`src/rtl/hazard_ctrl.sv`:
```
// Load-use stall, branch flush and syscall halt sequencing for the five-stage MIPS pipeline.
// Optional statistics counters are built only when HAZARD_STATS_EN is defined.
module hazard_ctrl #(
   parameter int LOAD_STALL_CYCLES = 1
) (
   input  logic        clk,
   input  logic        rst,
   input  logic [4:0]  regfile_read_num1_id,
   input  logic [4:0]  regfile_read_num2_id,
   input  logic        uses_rs_id,
   input  logic        uses_rt_id,
   input  logic        MemRead_id_ex,
   input  logic [4:0]  regfile_write_num_id_ex,
   input  logic        branch_taken_ex,
   input  logic        halt_req_ex,
   input  logic        resume,
   output logic        nop_lock_id,
   output logic        pc_bj,
   output logic        flush_if_id,
   output logic        pc_hold,
   output logic        if_id_hold,
   output logic        halt_ex,
   output logic [31:0] load_stall_cnt,
   output logic [31:0] flush_cnt
);

   localparam logic [1:0] RUN    = 2'd0;
   localparam logic [1:0] LSTALL = 2'd1;
   localparam logic [1:0] HALTED = 2'd2;

   logic [1:0] state, state_nxt;
   logic [3:0] cnt, cnt_nxt;
   logic       match;

   assign match = MemRead_id_ex && (regfile_write_num_id_ex != 5'd0) &&
                  ((uses_rs_id && (regfile_read_num1_id == regfile_write_num_id_ex)) ||
                   (uses_rt_id && (regfile_read_num2_id == regfile_write_num_id_ex)));

   always_comb begin
      state_nxt   = state;
      cnt_nxt     = cnt;
      nop_lock_id = 1'b0;
      pc_bj       = 1'b0;
      flush_if_id = 1'b0;
      pc_hold     = 1'b0;
      if_id_hold  = 1'b0;
      case (state)
         HALTED: begin
            pc_hold    = 1'b1;
            if_id_hold = 1'b1;
            if (resume && !halt_req_ex) state_nxt = RUN;
         end
         default: begin
            // Flush beats stall: the stalled instruction is on the wrong path anyway.
            if (branch_taken_ex) begin
               pc_bj       = 1'b1;
               flush_if_id = 1'b1;
               state_nxt   = RUN;
               cnt_nxt     = 4'd0;
            end else if (state == LSTALL) begin
               nop_lock_id = 1'b1;
               pc_hold     = 1'b1;
               if_id_hold  = 1'b1;
               if (cnt <= 4'd1) begin
                  state_nxt = RUN;
                  cnt_nxt   = 4'd0;
               end else begin
                  cnt_nxt = cnt - 4'd1;
               end
            end else if (match) begin
               nop_lock_id = 1'b1;
               pc_hold     = 1'b1;
               if_id_hold  = 1'b1;
               if (LOAD_STALL_CYCLES > 1) begin
                  state_nxt = LSTALL;
                  cnt_nxt   = 4'(LOAD_STALL_CYCLES - 1);
               end
            end
            if (halt_req_ex) begin
               state_nxt = HALTED;
               cnt_nxt   = 4'd0;
            end
         end
      endcase
   end

   always_ff @(posedge clk) begin
      if (rst) begin
         state <= RUN;
         cnt   <= 4'd0;
      end else begin
         state <= state_nxt;
         cnt   <= cnt_nxt;
      end
   end

   assign halt_ex = (state == HALTED);

`ifdef HAZARD_STATS_EN
   logic [31:0] load_stall_q, flush_q;

   always_ff @(posedge clk) begin
      if (rst) begin
         load_stall_q <= 32'd0;
         flush_q      <= 32'd0;
      end else begin
         load_stall_q <= load_stall_q + 32'(nop_lock_id);
         flush_q      <= flush_q + 32'(pc_bj);
      end
   end

   assign load_stall_cnt = load_stall_q;
   assign flush_cnt      = flush_q;
`else
   assign load_stall_cnt = 32'd0;
   assign flush_cnt      = 32'd0;
`endif

endmodule

```
`config.mk`:
```
export PLATFORM = sky130hd
export DESIGN_NAME = hazard_ctrl
export DESIGN_NICKNAME = d
export VERILOG_FILES = /design/src/rtl/hazard_ctrl.sv
export SDC_FILE = /design/constraint.sdc
export NUM_CORES = 1
export LEC_CHECK = 0
export CAP_MARGIN = 0
export CORE_MARGIN = 2
export CORE_UTILIZATION = 22
export CTS_CLUSTER_SIZE = 40
export DETAILED_ROUTE_END_ITERATION = 10
export MAX_ROUTING_LAYER = met4
export PLACE_DENSITY = 0.73
export SYNTH_ARGS = -nofsm -noshare
export SYNTH_HDL_FRONTEND = slang
export SYNTH_SLANG_ARGS = --single-unit
export TNS_END_PERCENT = 100
```
`constraint.sdc`:
```
create_clock -name clk -period 1.5 [get_ports clk]
set_input_delay 0.3 -clock clk [delete_from_list [all_inputs] [get_ports clk]]
set_output_delay 0.3 -clock clk [all_outputs]
set_load 0.1 [all_outputs]
```
* Word-level counts from Yosys, hierarchy flattened
Index checks and enable logic that the tools add are counted.
** Cells by class
- Eq/ne operators :: 5
- Add/sub/neg operators :: 1
- Multiplexer cells :: 17
- Order comparisons :: 1
- Shifts and indexed selects :: 0
- Divide/modulo/power cells :: 0
- $mul :: 0
- Reductions and logical operators :: 13
- Bitwise operators :: 1
** Operators by type and width (number)
- 4-bit 2-to-1 mux :: 4
- 2-bit 2-to-1 mux :: 6
- 5-bit == test :: 2
- 4-bit nonzero test :: 2
- 1-bit 2-to-1 mux :: 7
- 1-bit logical AND :: 5
- 5-bit nonzero test :: 1
- 4-bit by 1-bit less-or-equal comparator with 1-bit output (second input constant) :: 1
- 4-bit by 1-bit subtractor with 4-bit output (second input constant) :: 1
- 3-bit AND reduction :: 1
- 3-bit nonzero test :: 1
- 2-bit by 1-bit == test with 1-bit output (second input constant) :: 1
- 2-bit == test (second input constant) :: 1
- 2-bit by 1-bit != test with 1-bit output (second input constant) :: 1
- 2-bit AND reduction :: 1
- 1-bit zero test :: 1
- 1-bit logical OR :: 1
- 1-bit inverter :: 1
** Word-level totals
- Bits in writable memories :: 0
- Register bits after elaboration :: 6
- Memories kept :: 0
- Word-level logic and storage cells :: 40
- Input bits :: 23
- Memory bits (read-only) :: 0
- Latch bits :: 0

* Longest topological paths before layout
- Word-level depth :: 8
- Mapped depth :: 5
- Depth with buffers taken out :: 4

* Least setup slack after synthesis
OpenSTA, ideal clock, no wires.
- Path kind :: input to output
- Start :: input port regfile_write_num_id_ex[3]
- End :: output port pc_hold
- Stages on the path :: 5
- Slack :: -1633 ps
- Arrival time :: 2833 ps
- Path buffers :: 1
- Path through :: xor2_1 nor4_1 a32oi_1 o21bai_1 buf_4
** Between the ends
- Cells in the longest elaborated chain, start to end :: 8
** Ends and longest elaborated chain
- start, declared :: RTL line 13 : input logic [4:0] regfile_write_num_id_ex,
- 5-bit == test (on tied branches) :: RTL line 36, 37
- 1-bit logical AND (on tied branches) :: RTL line 36, 37
- 1-bit logical OR :: RTL line 36 : ((uses_rs_id && (regfile_read_num1_id == regfile_write_num_id_ex)) ||
- 1-bit logical AND * :: RTL line 35 : assign match = MemRead_id_ex && (regfile_write_num_id_ex != 5'd0) &&
- 1-bit 2-to-1 mux * (4 in a row)
- end, declared :: RTL line 20 : output logic pc_hold,
Every way passes the cells marked *; elsewhere a longest branch is shown, timed or not.

* Worst setup path after layout
- Start :: input port regfile_write_num_id_ex[1]
- End :: output port if_id_hold
** Between the ends
- Cells in the longest elaborated chain, start to end :: 8
** Ends and longest elaborated chain
- 5-bit == test (on tied branches) :: RTL line 36, 37
- 1-bit logical AND (on tied branches) :: RTL line 36, 37
- 1-bit logical OR :: RTL line 36
- 1-bit logical AND * :: RTL line 35
- 1-bit 2-to-1 mux * :: RTL line 70 : end else if (match) begin
- 1-bit 2-to-1 mux * :: RTL line 60 : end else if (state == LSTALL) begin
- 1-bit 2-to-1 mux * :: RTL line 55 : if (branch_taken_ex) begin
- 1-bit 2-to-1 mux * :: RTL line 47 : case (state)
- end, declared :: RTL line 21 : output logic if_id_hold,
Marked as above.

==> results.md <==
- Residual DRC: 0
- Largest cells by area after synthesis: buf_4 (71%), xor2_1 (10%), dfxtp_1 (2.9%)
- Final period utilization: 119%
- Top reg by flops: state
- Antenna violations before repair: 0
- Final min period: approximately 1800 ps
- GPL Wtd Cong: around 0.66
- Worst hold slack: 569 ps
- Flop pwr share: 3.6%
- Final hold vios: 0
- F_max: 559 MHz
- Maximum clock skew at final layout: 0 ps
- Worst EP arrival: 1490 ps
- Worst VDD drop: 439 uV
- Synth top area share: a little under three quarters
- Pin count of the biggest net entering global routing: 6
- Worst Path Required: 1200 ps
- Kind of critical path: primary input to output pin
- Leading area contributor after synthesis: buf_4
- Placeable Area: 3030 um^2
- RSZ-0062 raised after global routing: yes
- Combinational share of power: about 96%
- Psw: 0.000821 W
- Worst skew pair latency: 0 ps
- Pint: 0.000131 W
- Syn-to-layout area delta: 26.2%
- CP startpoint kind: primary input
- FF+latch count, synth: 1
- Nets: about 140
- Hold Path Class: flip-flop to flip-flop
- Maximum fanout along the worst path: 3
- Initial Utilization: 22.9%
- Port bufs: 28
- Drt wl/cell: 7.66 um
- # hold bufs at CTS: 0
- Sw Share: 86.3%
- Drt pass-1 iters: 3
- Initial DRC Count: 10
- Pre-CTS WS: -753 ps
- Synthesis Warnings: 0
- Synth cell types: 16
- Die Y: 60.1 um
- WL final: 1240 um
- Post-CTS setup buffer count: 0
- ANT nets after route: 0
- Slew Limit Fails: 0
- Pwr/cell area: 1090 nW/um^2
- Global-route wire length before repair: approximately 1400 um
- Die area: 3620 um^2
- Outcome: finished, violations left
- Rows: 20
- Clk pwr share: 0%
- Clock Pin Slew Worst Setup and Hold Paths: 0 ps
- Routed vias/inst: between 2 and 3
- Ports: a little over 90
- Avg Cell Area, Syn: 7.62 um^2
- Vias in the first global route: 287
- Total of max-cap violations: 0
- Filler cell count in the final layout: 323
- Mapped Cells: 91
- Failing checks: setup timing
- Tot GR Track Use: 5.22%
- Leakage power: 0.468 nW
- Detailed placement HPWL: 1040 um
- Post-synthesis cell area: 693 um^2
- Vias: about 440
- Antenna Cells: 0
- Max reg flops: 1
- Largest registers: state x1
- Critical path capture point type: output pin
- Multi-input gate area: 469 um^2
- Remaining Overflow, GRT: 0
- Pwr Total: 0.000952 W
- Final setup violating endpoints: 3
- Die Wd: 60.1 um
- Sequential area share after synthesis: ~2.9%
- Setup WS post-layout: -288 ps
- Layout cells sized above 1: 23.7%
- Register area: 23.8 um^2
## cell families after synthesis
| logic type | count (synthesis) | synth area share, % |
|---|---|---|
| other | 1 | 0.541 |
| XOR/XNOR | 10 | 12.6 |
| AND/OR/NAND/NOR | 8 | 7.58 |
| AO/OA/AOI/OAI | 4 | 4.33 |
| buffers and inverters | 67 | 72.0 |
| flip-flops | 1 | 2.89 |
## synth_stat cells
cell and count:
a21oi_1 1, a32oi_1 1, and2_0 1, buf_4 66, conb_1 1, dfxtp_1 1
inv_1 1, nor2_1 1, nor2b_1 2, nor3_2 1, nor4_1 2, o21ai_2 1
o21bai_1 1, or4_1 1, xnor2_1 2, xor2_1 8
## cell usage in the layout, fill, tap and decap left out
| cell | n |
|---|---|
| a21oi_1 | 1 |
| nor2b_4 | 1 |
| xor2_1 | 8 |
| dfxtp_4 | 1 |
| and2_1 | 1 |
| or4_4 | 1 |
| nor2b_2 | 1 |
| o21ai_4 | 1 |
| dlygate4sd2_1 | 3 |
| dlymetal6s2s_1 | 1 |
| xnor2_1 | 2 |
| o21bai_4 | 1 |
| inv_1 | 1 |
| buf_4 | 2 |
| a32oi_2 | 1 |
| clkdlybuf4s50_1 | 6 |
| clkdlybuf4s15_1 | 2 |
| buf_2 | 7 |
| conb_1 | 64 |
| buf_12 | 6 |
| nor3_4 | 1 |
| nor4_2 | 2 |
| nor2_1 | 1 |
| buf_6 | 3 |
## area by class of cell
class | count | share of cell area (%)
Sequential cell | 1 | 2.72
Timing Repair Buffer | 30 | 36.9
Tap cell | 44 | 6.29
Multi-Input combinational cell | 86 | 53.6
Inverter | 1 | 0.429
## power by group through the flow
stage	Sequential [W]	Clock [W]	Combinational, W
2_1_floorplan	0.0000448	0	0.000934
3_3_place_gp	0.0000339	0	0.000914
3_5_place_dp	0.0000340	0	0.000915
4_1_cts	0.0000340	0	0.000912
5_1_grt	0.0000343	0	0.000937
6_report	0.0000338	0	0.000918
## timing repair
action,4_1_cts,5_1_grt
resized for setup,58,2
pin swaps,14,1
endpoints found under the setup margin,3,5
## metal layers
| metal | wire (um) | GRT usage [%] |
|---|---|---|
| met1 | 307 | 4.61 |
| met2 | 645 | 10.4 |
| met3 | 289 | 2.60 |
| met4 | 0 | 0 |
| met5 | 0 | - |
## stage by stage
step                util [%]  std cells  TNS, ps  cell area (um^2)
floorplan                  -        154    -1460               983
finish                  28.9        162     -813               875
CTS                     28.6        162     -910               866
detailed placement      28.8        162    -2220               873
global placement        28.8        162    -2120               873
global route            28.9        162    -1010               875
## path summary, 6_finish.rpt
kind                               from          to  slack [ps]  cells past startpoint
max reg2reg                    state[1]    state[1]         850                      2
min reg2reg                    state[1]    state[1]         570                      2
min                            state[1]    state[1]         570                      2
max          regfile_write_num_id_ex[1]  if_id_hold        -290                      5
## worst max-delay path, stage by stage
cell	delay [ps]
buf_6	100
or4_4	550
o21ai_4	240
o21bai_4	120
buf_12	180
Note: power is estimated with default switching activity, not from simulation.
